<file path="config.mk">
export PLATFORM = sky130hd
export DESIGN_NAME = adder_i4_o3_err_monitor
export DESIGN_NICKNAME = d
export VERILOG_FILES = /design/src/rtl/adder_i4_o3_err_monitor.sv
export SDC_FILE = /design/constraint.sdc
export NUM_CORES = 1
export LEC_CHECK = 0
export ABC_CLOCK_PERIOD_IN_PS = 6400
export CAP_MARGIN = 20
export CORE_ASPECT_RATIO = 1.5
export CORE_UTILIZATION = 57
export DETAILED_ROUTE_END_ITERATION = 10
export GPL_TIMING_DRIVEN = 0
export PLACE_DENSITY = 0.84
export SETUP_SLACK_MARGIN = 0.2
export SLEW_MARGIN = 40
export SYNTH_ARGS = -nofsm -noshare
export SYNTH_HDL_FRONTEND = slang
export SYNTH_SLANG_ARGS = --single-unit
</file>
<file path="constraint.sdc">
create_clock -name clk -period 6.4 [get_ports clk]
set_clock_uncertainty 0.15 [all_clocks]
set_input_delay 1.6 -clock clk [delete_from_list [all_inputs] [get_ports clk]]
set_output_delay 1.6 -clock clk [all_outputs]
set_load 0.01 [all_outputs]
</file>
<file path="src/rtl/adder_i4_o3_err_monitor.sv">
// Error-characterisation harness for a 2-bit approximate adder: sweeps all 16
// input vectors and accumulates max/total/count error statistics against the exact sum.
module adder_i4_o3_err_monitor #(
  parameter int unsigned ET = 32'd1
) (
  input  logic       clk,
  input  logic       rst,
  input  logic       start,
  output logic [3:0] dut_in,
  input  logic [2:0] dut_out,
  output logic       busy,
  output logic       done,
  output logic       pass,
  output logic [2:0] max_err,
  output logic [4:0] err_count,
  output logic [6:0] sum_abs_err,
  output logic [3:0] worst_vec
);

  typedef enum logic [1:0] {
    S_IDLE  = 2'd0,
    S_SWEEP = 2'd1,
    S_DONE  = 2'd2
  } state_t;

  // |approx - exact| for vector v, where A = v[1:0] and B = v[3:2]
  function automatic logic [2:0] abs_err(input logic [3:0] v, input logic [2:0] approx);
    logic [2:0] exact;
    logic [3:0] diff;
    exact   = {1'b0, v[1:0]} + {1'b0, v[3:2]};
    diff    = {1'b0, approx} - {1'b0, exact};
    abs_err = diff[3] ? 3'(4'd0 - diff) : diff[2:0];
  endfunction

  state_t     state_q, state_d;
  logic [3:0] vec_q, vec_d;
  logic [3:0] dut_in_q, dut_in_d;
  logic       eval_vld_q, eval_vld_d;
  logic       busy_q, busy_d;
  logic       done_q, done_d;
  logic [2:0] max_err_q, max_err_d;
  logic [4:0] err_count_q, err_count_d;
  logic [6:0] sum_abs_err_q, sum_abs_err_d;
  logic [3:0] worst_vec_q, worst_vec_d;
  logic [2:0] err_s;

  // The vector on dut_in_q has had a full cycle to settle through the adder.
  assign err_s = abs_err(dut_in_q, dut_out);

  // Next-state and statistics update
  always_comb begin
    state_d       = state_q;
    vec_d         = vec_q;
    dut_in_d      = dut_in_q;
    eval_vld_d    = eval_vld_q;
    busy_d        = busy_q;
    done_d        = 1'b0;
    max_err_d     = max_err_q;
    err_count_d   = err_count_q;
    sum_abs_err_d = sum_abs_err_q;
    worst_vec_d   = worst_vec_q;
    case (state_q)
      S_IDLE, S_DONE: begin
        dut_in_d = 4'd0;
        if (start) begin
          state_d       = S_SWEEP;
          vec_d         = 4'd0;
          eval_vld_d    = 1'b1;
          busy_d        = 1'b1;
          max_err_d     = 3'd0;
          err_count_d   = 5'd0;
          sum_abs_err_d = 7'd0;
          worst_vec_d   = 4'd0;
        end else begin
          state_d    = S_IDLE;
          eval_vld_d = 1'b0;
          busy_d     = 1'b0;
        end
      end
      S_SWEEP: begin
        if (eval_vld_q) begin
          err_count_d   = err_count_q + {4'd0, (err_s != 3'd0)};
          sum_abs_err_d = sum_abs_err_q + {4'd0, err_s};
          // Strictly greater, so ties keep the earlier vector
          if (err_s > max_err_q) begin
            max_err_d   = err_s;
            worst_vec_d = dut_in_q;
          end else begin
            max_err_d   = max_err_q;
          end
        end else begin
          err_count_d = err_count_q;
        end
        if (vec_q == 4'd15) begin
          state_d    = S_DONE;
          dut_in_d   = 4'd0;
          eval_vld_d = 1'b0;
          busy_d     = 1'b0;
          done_d     = 1'b1;
        end else begin
          vec_d    = vec_q + 4'd1;
          dut_in_d = vec_q + 4'd1;
        end
      end
      default: begin
        state_d    = S_IDLE;
        vec_d      = 4'd0;
        dut_in_d   = 4'd0;
        eval_vld_d = 1'b0;
        busy_d     = 1'b0;
      end
    endcase
  end

  // State and output registers
  always_ff @(posedge clk or posedge rst) begin
    if (rst) begin
      state_q       <= S_IDLE;
      vec_q         <= 4'd0;
      dut_in_q      <= 4'd0;
      eval_vld_q    <= 1'b0;
      busy_q        <= 1'b0;
      done_q        <= 1'b0;
      max_err_q     <= 3'd0;
      err_count_q   <= 5'd0;
      sum_abs_err_q <= 7'd0;
      worst_vec_q   <= 4'd0;
    end else begin
      state_q       <= state_d;
      vec_q         <= vec_d;
      dut_in_q      <= dut_in_d;
      eval_vld_q    <= eval_vld_d;
      busy_q        <= busy_d;
      done_q        <= done_d;
      max_err_q     <= max_err_d;
      err_count_q   <= err_count_d;
      sum_abs_err_q <= sum_abs_err_d;
      worst_vec_q   <= worst_vec_d;
    end
  end

  assign dut_in      = dut_in_q;
  assign busy        = busy_q;
  assign done        = done_q;
  assign max_err     = max_err_q;
  assign err_count   = err_count_q;
  assign sum_abs_err = sum_abs_err_q;
  assign worst_vec   = worst_vec_q;
  assign pass        = ({29'd0, max_err_q} <= ET);

endmodule

</file>
### Yosys cells after proc, flatten, opt, wreduce, memory -nomap -nowiden

Cells that the tools add are included.

| storage, ports and cells | value |
|---|---|
| bits in registers | 31 |
| output and inout bits | 26 |
| logic and storage cells | 59 |

| operators by class | value |
|---|---|
| $add $sub $neg | 6 |
| order comparisons | 2 |
| equal/unequal tests | 8 |
| muxes and demuxes | 27 |
| reductions and logical operators | 7 |

Operators by type and width:

| operator | number |
|---|---|
| $mux 4 | 6 |
| $pmux 4 s2 | 2 |
| $mux 7 | 2 |
| $pmux 7 s2 | 1 |
| $mux 3 | 4 |
| $mux 5 | 2 |
| $ne 2x2->1 const B | 5 |
| $pmux 5 s2 | 1 |
| $add 7x3->7 | 1 |
| $pmux 3 s2 | 1 |
| $add 5x1->5 | 1 |
| $mux 1 | 5 |
| $add 4x1->4 const B | 1 |
| $eq 4x4->1 const B | 1 |
| $pmux 2 s2 | 1 |
| $reduce_and 4->1 | 1 |
| $sub 3x3->4 | 1 |
| $add 2x2->3 | 1 |
| $gt 3x3->1 | 1 |
| $le 3x1->1 const B | 1 |
| $reduce_and 3->1 | 1 |
| $reduce_bool 3->1 | 1 |
| $sub 1x3->3 const A | 1 |
| $eq 2x1->1 const B | 1 |
| 7 further kinds | 7 |

### Logic depth before layout (Yosys ltp)

| depth | value |
|---|---|
| word-level depth | 8 |
| mapped depth | 14 |
| gate-level depth less buffers | 14 |

### Worst setup path after synthesis

Ideal clock, no wire load.

| timing path | value |
|---|---|
| path kind | input -> register |
| start point | in dut_out[0] |
| end point | reg max_err_q[0], in the netlist max_err[0] |
| library setup time | 142 ps |
| arrival time | 4,635 ps |
| slack | 1,472 ps |
| stages on the path | 13 |
| cell sequence | fa_1 -> inv_1 -> fa_1 -> ha_1 -> nor3_1 -> xnor2_1 -> inv_1 -> ha_1 -> nand2b_1 -> or4_2 -> nand3_1 -> o311ai_4 -> mux2i_1 |

| between the ends | value |
|---|---|
| longest elaborated chain between the ends | 6 |
| elaborated cells between the ends (all ways) | 9 |

RTL lines:

| item | RTL line | source |
|---|---|---|
| start: declaration | 10 | `input logic [2:0] dut_out,` |
| $sub 3x3->4 (*) | 31 | `diff = {1'b0, approx} - {1'b0, exact};` |
| $sub 1x3->3 | 32 | `abs_err = diff[3] ? 3'(4'd0 - diff) : diff[2:0];` |
| $mux 3 (*) | 32 |  |
| $gt 3x3->1 or $mux 3 (tied branches) | 85 | `if (err_s > max_err_q) begin` |
| $ne 2x2->1 (no source line) or $mux 3 (tied branches) | -- |  |
| $reduce_and 4->1 (no source line) or $pmux 3 s2 (tied branches) | -- |  |
| end signal: assignment | 135 | `max_err_q <= max_err_d;` |
| end: declaration | 41 | `logic [2:0] max_err_q, max_err_d;` |

Mark *: on every way between the ends. The rest lies on a longest branch, timed or not. The select of a mux whose other input is x is not followed.
A chain may end at the register's enable or synchronous reset.

### Worst setup path in the final report

| timing path | value |
|---|---|
| start point | in dut_out[0] |
| end point | reg worst_vec_q[2], in the netlist worst_vec[2] |

| between the ends | value |
|---|---|
| longest elaborated chain between the ends | 6 |

RTL lines:

| item | RTL line | source |
|---|---|---|
| $sub 3x3->4 (*) | 31 |  |
| $sub 1x3->3 | 32 |  |
| $mux 3 (*) | 32 |  |
| $gt 3x3->1 (*) | 85 |  |
| $ne 2x2->1 (no source line) (*) | -- |  |
| $reduce_and 4->1 (no source line) (*) | -- |  |
| end signal: assignment | 138 | `worst_vec_q <= worst_vec_d;` |
| end: declaration | 44 | `logic [3:0] worst_vec_q, worst_vec_d;` |

Mark *: on every way between the ends. The rest lies on a longest branch, timed or not.

==> results.cfg <==
[synthesis]
synthSimpleGateAreaFrac_pct = 21.60
synth_top_family_by_area = simple AND/OR/NAND/NOR gates
synthMuxAreaShare_pct = 4.227
yosysWarnings = 0
synth_common_cells = dfrtp_1, nand2_1, ha_1
synthXorXnorAreaFrac_pct = 3.236
synth_top_cell_by_area = dfrtp_1
synthTopCellsByArea = dfrtp_1, ha_1, mux2i_1
yosysSeqAreaShare_pct = 39.63
synth.avg_cell_area_um2 = 9.815
synth_fa_ha_area_share_pct = 12.68
synthCells = 193
synth_edf_count = 0
syn_nets = 217
synth_most_common_cell = dfrtp_1
syn_area_mm2 = 0.001894
synth_compound_area_share_pct = 14.00
yosysUniqueCellTypes = 46
synth_seq_cells = 30
synthFlopType = dfrtp_1
async_reset_ff_share_pct = 100.0
synth_top_area_share_pct = 39.63

[run]
cap_violations = 0

[timing]
slew_headroom_pct = 58.50
fmax_mhz = 182.0
layout_min_cycle_time_ns = 5.496
period_share_pct = 85.87
worst_slew_pin_slew_ns = 0.6216
report.final.slew_viol_count = 0
setup_viol = 0
finalHoldViolCount = 0
finalSetupTns_ns = 0
grt_setup_unrepaired = false

[run_status]
status = completed

[floorplan]
io_pins = 32
dieArea_mm2 = 0.003563
rows = 25
fp.dieW_um = 49.07
die_y_um = 72.61
initial_core_util_pct = 59.96
fp.coreArea_mm2 = 0.003159

[detailed_routing]
wl_per_cell_um = 16.51
drt_iter0_drc = 53
dr.pass1.iters = 4
routed_via_density = 5.956
ant_nets = 0
routed_wl_mm = 4.492
vias = 1620
drc_errors = 0

[cts]
path_clk_slew_ns = 0.07
clk_path_buf_depth = 2
post_cts_resized = 0
cts_root_buf = clkbuf_8
cts_setup_buffers = 0
cts_tree = built
cts_hold_buffers = 0
cts.sinks = 30
cts_buffers = 5
htreeDepth = 2
clkLatencyLatePin_ns = 0.29

[place]
hpwl_mm = 3.420
io_buffers = 31
gp_congestion = 0.8665

[setup_path]
slowest_delay_ns = 0.53
worstSetupPathType = in2reg
cp-start-kind = primary input
crit_family = adder cells
cp_common_cell = ha_1
timing.rr.start = dut_in[0]
r2r_end = worst_vec[2]
slowest_stage = or4_2
crit_arrival_ns = 5.49
critical_path_depth = 14
crit_required_ns = 6.40
r2r_setup_slack_ns = 2.19
end_kind = flip-flop
path_buf_inv = 2
path_cells = clkdlybuf4s50_1, fa_1, ha_1, xnor2_1, ha_1, nor3_1, xnor2_1, inv_1, ha_1, nand2b_1, or4_2, nand3_1, o311ai_4, mux2i_1
r2r_cells = 14
cp_max_fo = 7

[min_path]
hold_path_depth = 1
hold_end = err_count[4]
hold_start = err_count[4]
hp-class = reg2reg

[global_route]
antenna_found_initial = 0
grt_pass1_wl_mm = 7.203
grt_pass1_vias = 1605
gr-usage-all-layers_pct = 27.12
gr-total-overflow = 0
grt_max_degree = 31

[finish]
syn_to_final_growth_pct = 24.04
layout-drive-gt1-share_pct = 8.190
diodes = 0
final_nets = 255
worst reg2reg max path, delay by kind of cell (launching register included):
| family | cells | cell delay (ns) |
|---|---|---|
| AOI/OAI and AO/OA | 1 | 0.20 |
| xor gates and xnor gates | 2 | 0.67 |
| adders and majority gates | 4 | 1.46 |
| buffers and inverters | 2 | 0.22 |
| DFF | 1 | 0.35 |
| muxes | 1 | 0.19 |
| and+or+nand+nor | 4 | 0.84 |
stage by stage:
step	hold WS [ns]	instance area [um^2]	setup slack [ns]	util (%)	std cells
after CTS	0.3536	2350	0.9200	74.38	272
after global placement	0.3346	2255	0.7593	71.37	264
final	0.3515	2350	0.9044	74.38	272
after detailed placement	0.3380	2255	0.6423	71.37	264
after floorplan	0.3166	1894	1.472	-	193
after global routing	0.3824	2350	0.7976	74.38	272
routing by layer:
metal  GRT usage (%)  vias to the layer above  share of wire, %
li1                -                      770                 -
met1           28.38                      798                40
met2           50.99                       43                54
met3           6.458                        9               4.2
met4           11.11                        0               1.7
met5               0                        -                 0
cell usage in the layout (no fill, tap or decap), drive strengths merged, types with 3 or more instances in the layout:
cell type      synthesis  layout
or4                    3       3
nand4                  5       5
nand2b                 3       3
o311ai                 3       3
dfrtp                 30      30
nor2                  11      11
nor3                   5       5
nor2b                  6       6
xnor2                  5       5
nand3                 10      10
clkdlybuf4s50          0      31
mux2i                  8       8
o21ai                  9       9
ha                    16      16
inv                   14      14
a22o                   4       4
a21o                   4       4
nand2                 19      19
clkbuf                 6      12
logic make-up after synthesis:
| logic type | after synthesis |
|---|---|
| and+or+nand+nor | 75 |
| AOI/OAI and AO/OA | 33 |
| DFF | 30 |
| buffers and inverters | 22 |
| adders and majority gates | 18 |
| muxes | 8 |
| xor gates and xnor gates | 7 |
registers in the layout (all words and copies together), names as in the netlist:
name         count
vec_q            4
done             1
err_count        5
sum_abs_err      7
dut_in           4
max_err          3
state_q          2
worst_vec        4
how the worst max path moves through the flow:
stage                        end        from  slack (ns)
CTS                 worst_vec[2]  dut_out[0]        0.92
finish              worst_vec[2]  dut_out[0]        0.90
global route        worst_vec[2]  dut_out[0]        0.80
detailed placement  worst_vec[2]  dut_out[0]        0.64
global placement      max_err[1]  dut_out[0]        0.76
floorplan             max_err[0]  dut_out[0]        1.47
layout make-up:
type / instances / area [um^2]
fillers: 220 / 809.5
multi-input cells: 141 / 1056
flip-flops and latches: 30 / 750.7
clock buffers: 6 / 82.58
inverters: 14 / 52.55
clock inverters: 2 / 12.51
plain buffers: 8 / 35.03
repair buffers: 31 / 310.3
well taps: 40 / 50.05
Power is left out: the tool's default activity adds up to more than one toggle a clock period on the data nets, which glitch-free logic cannot reach.
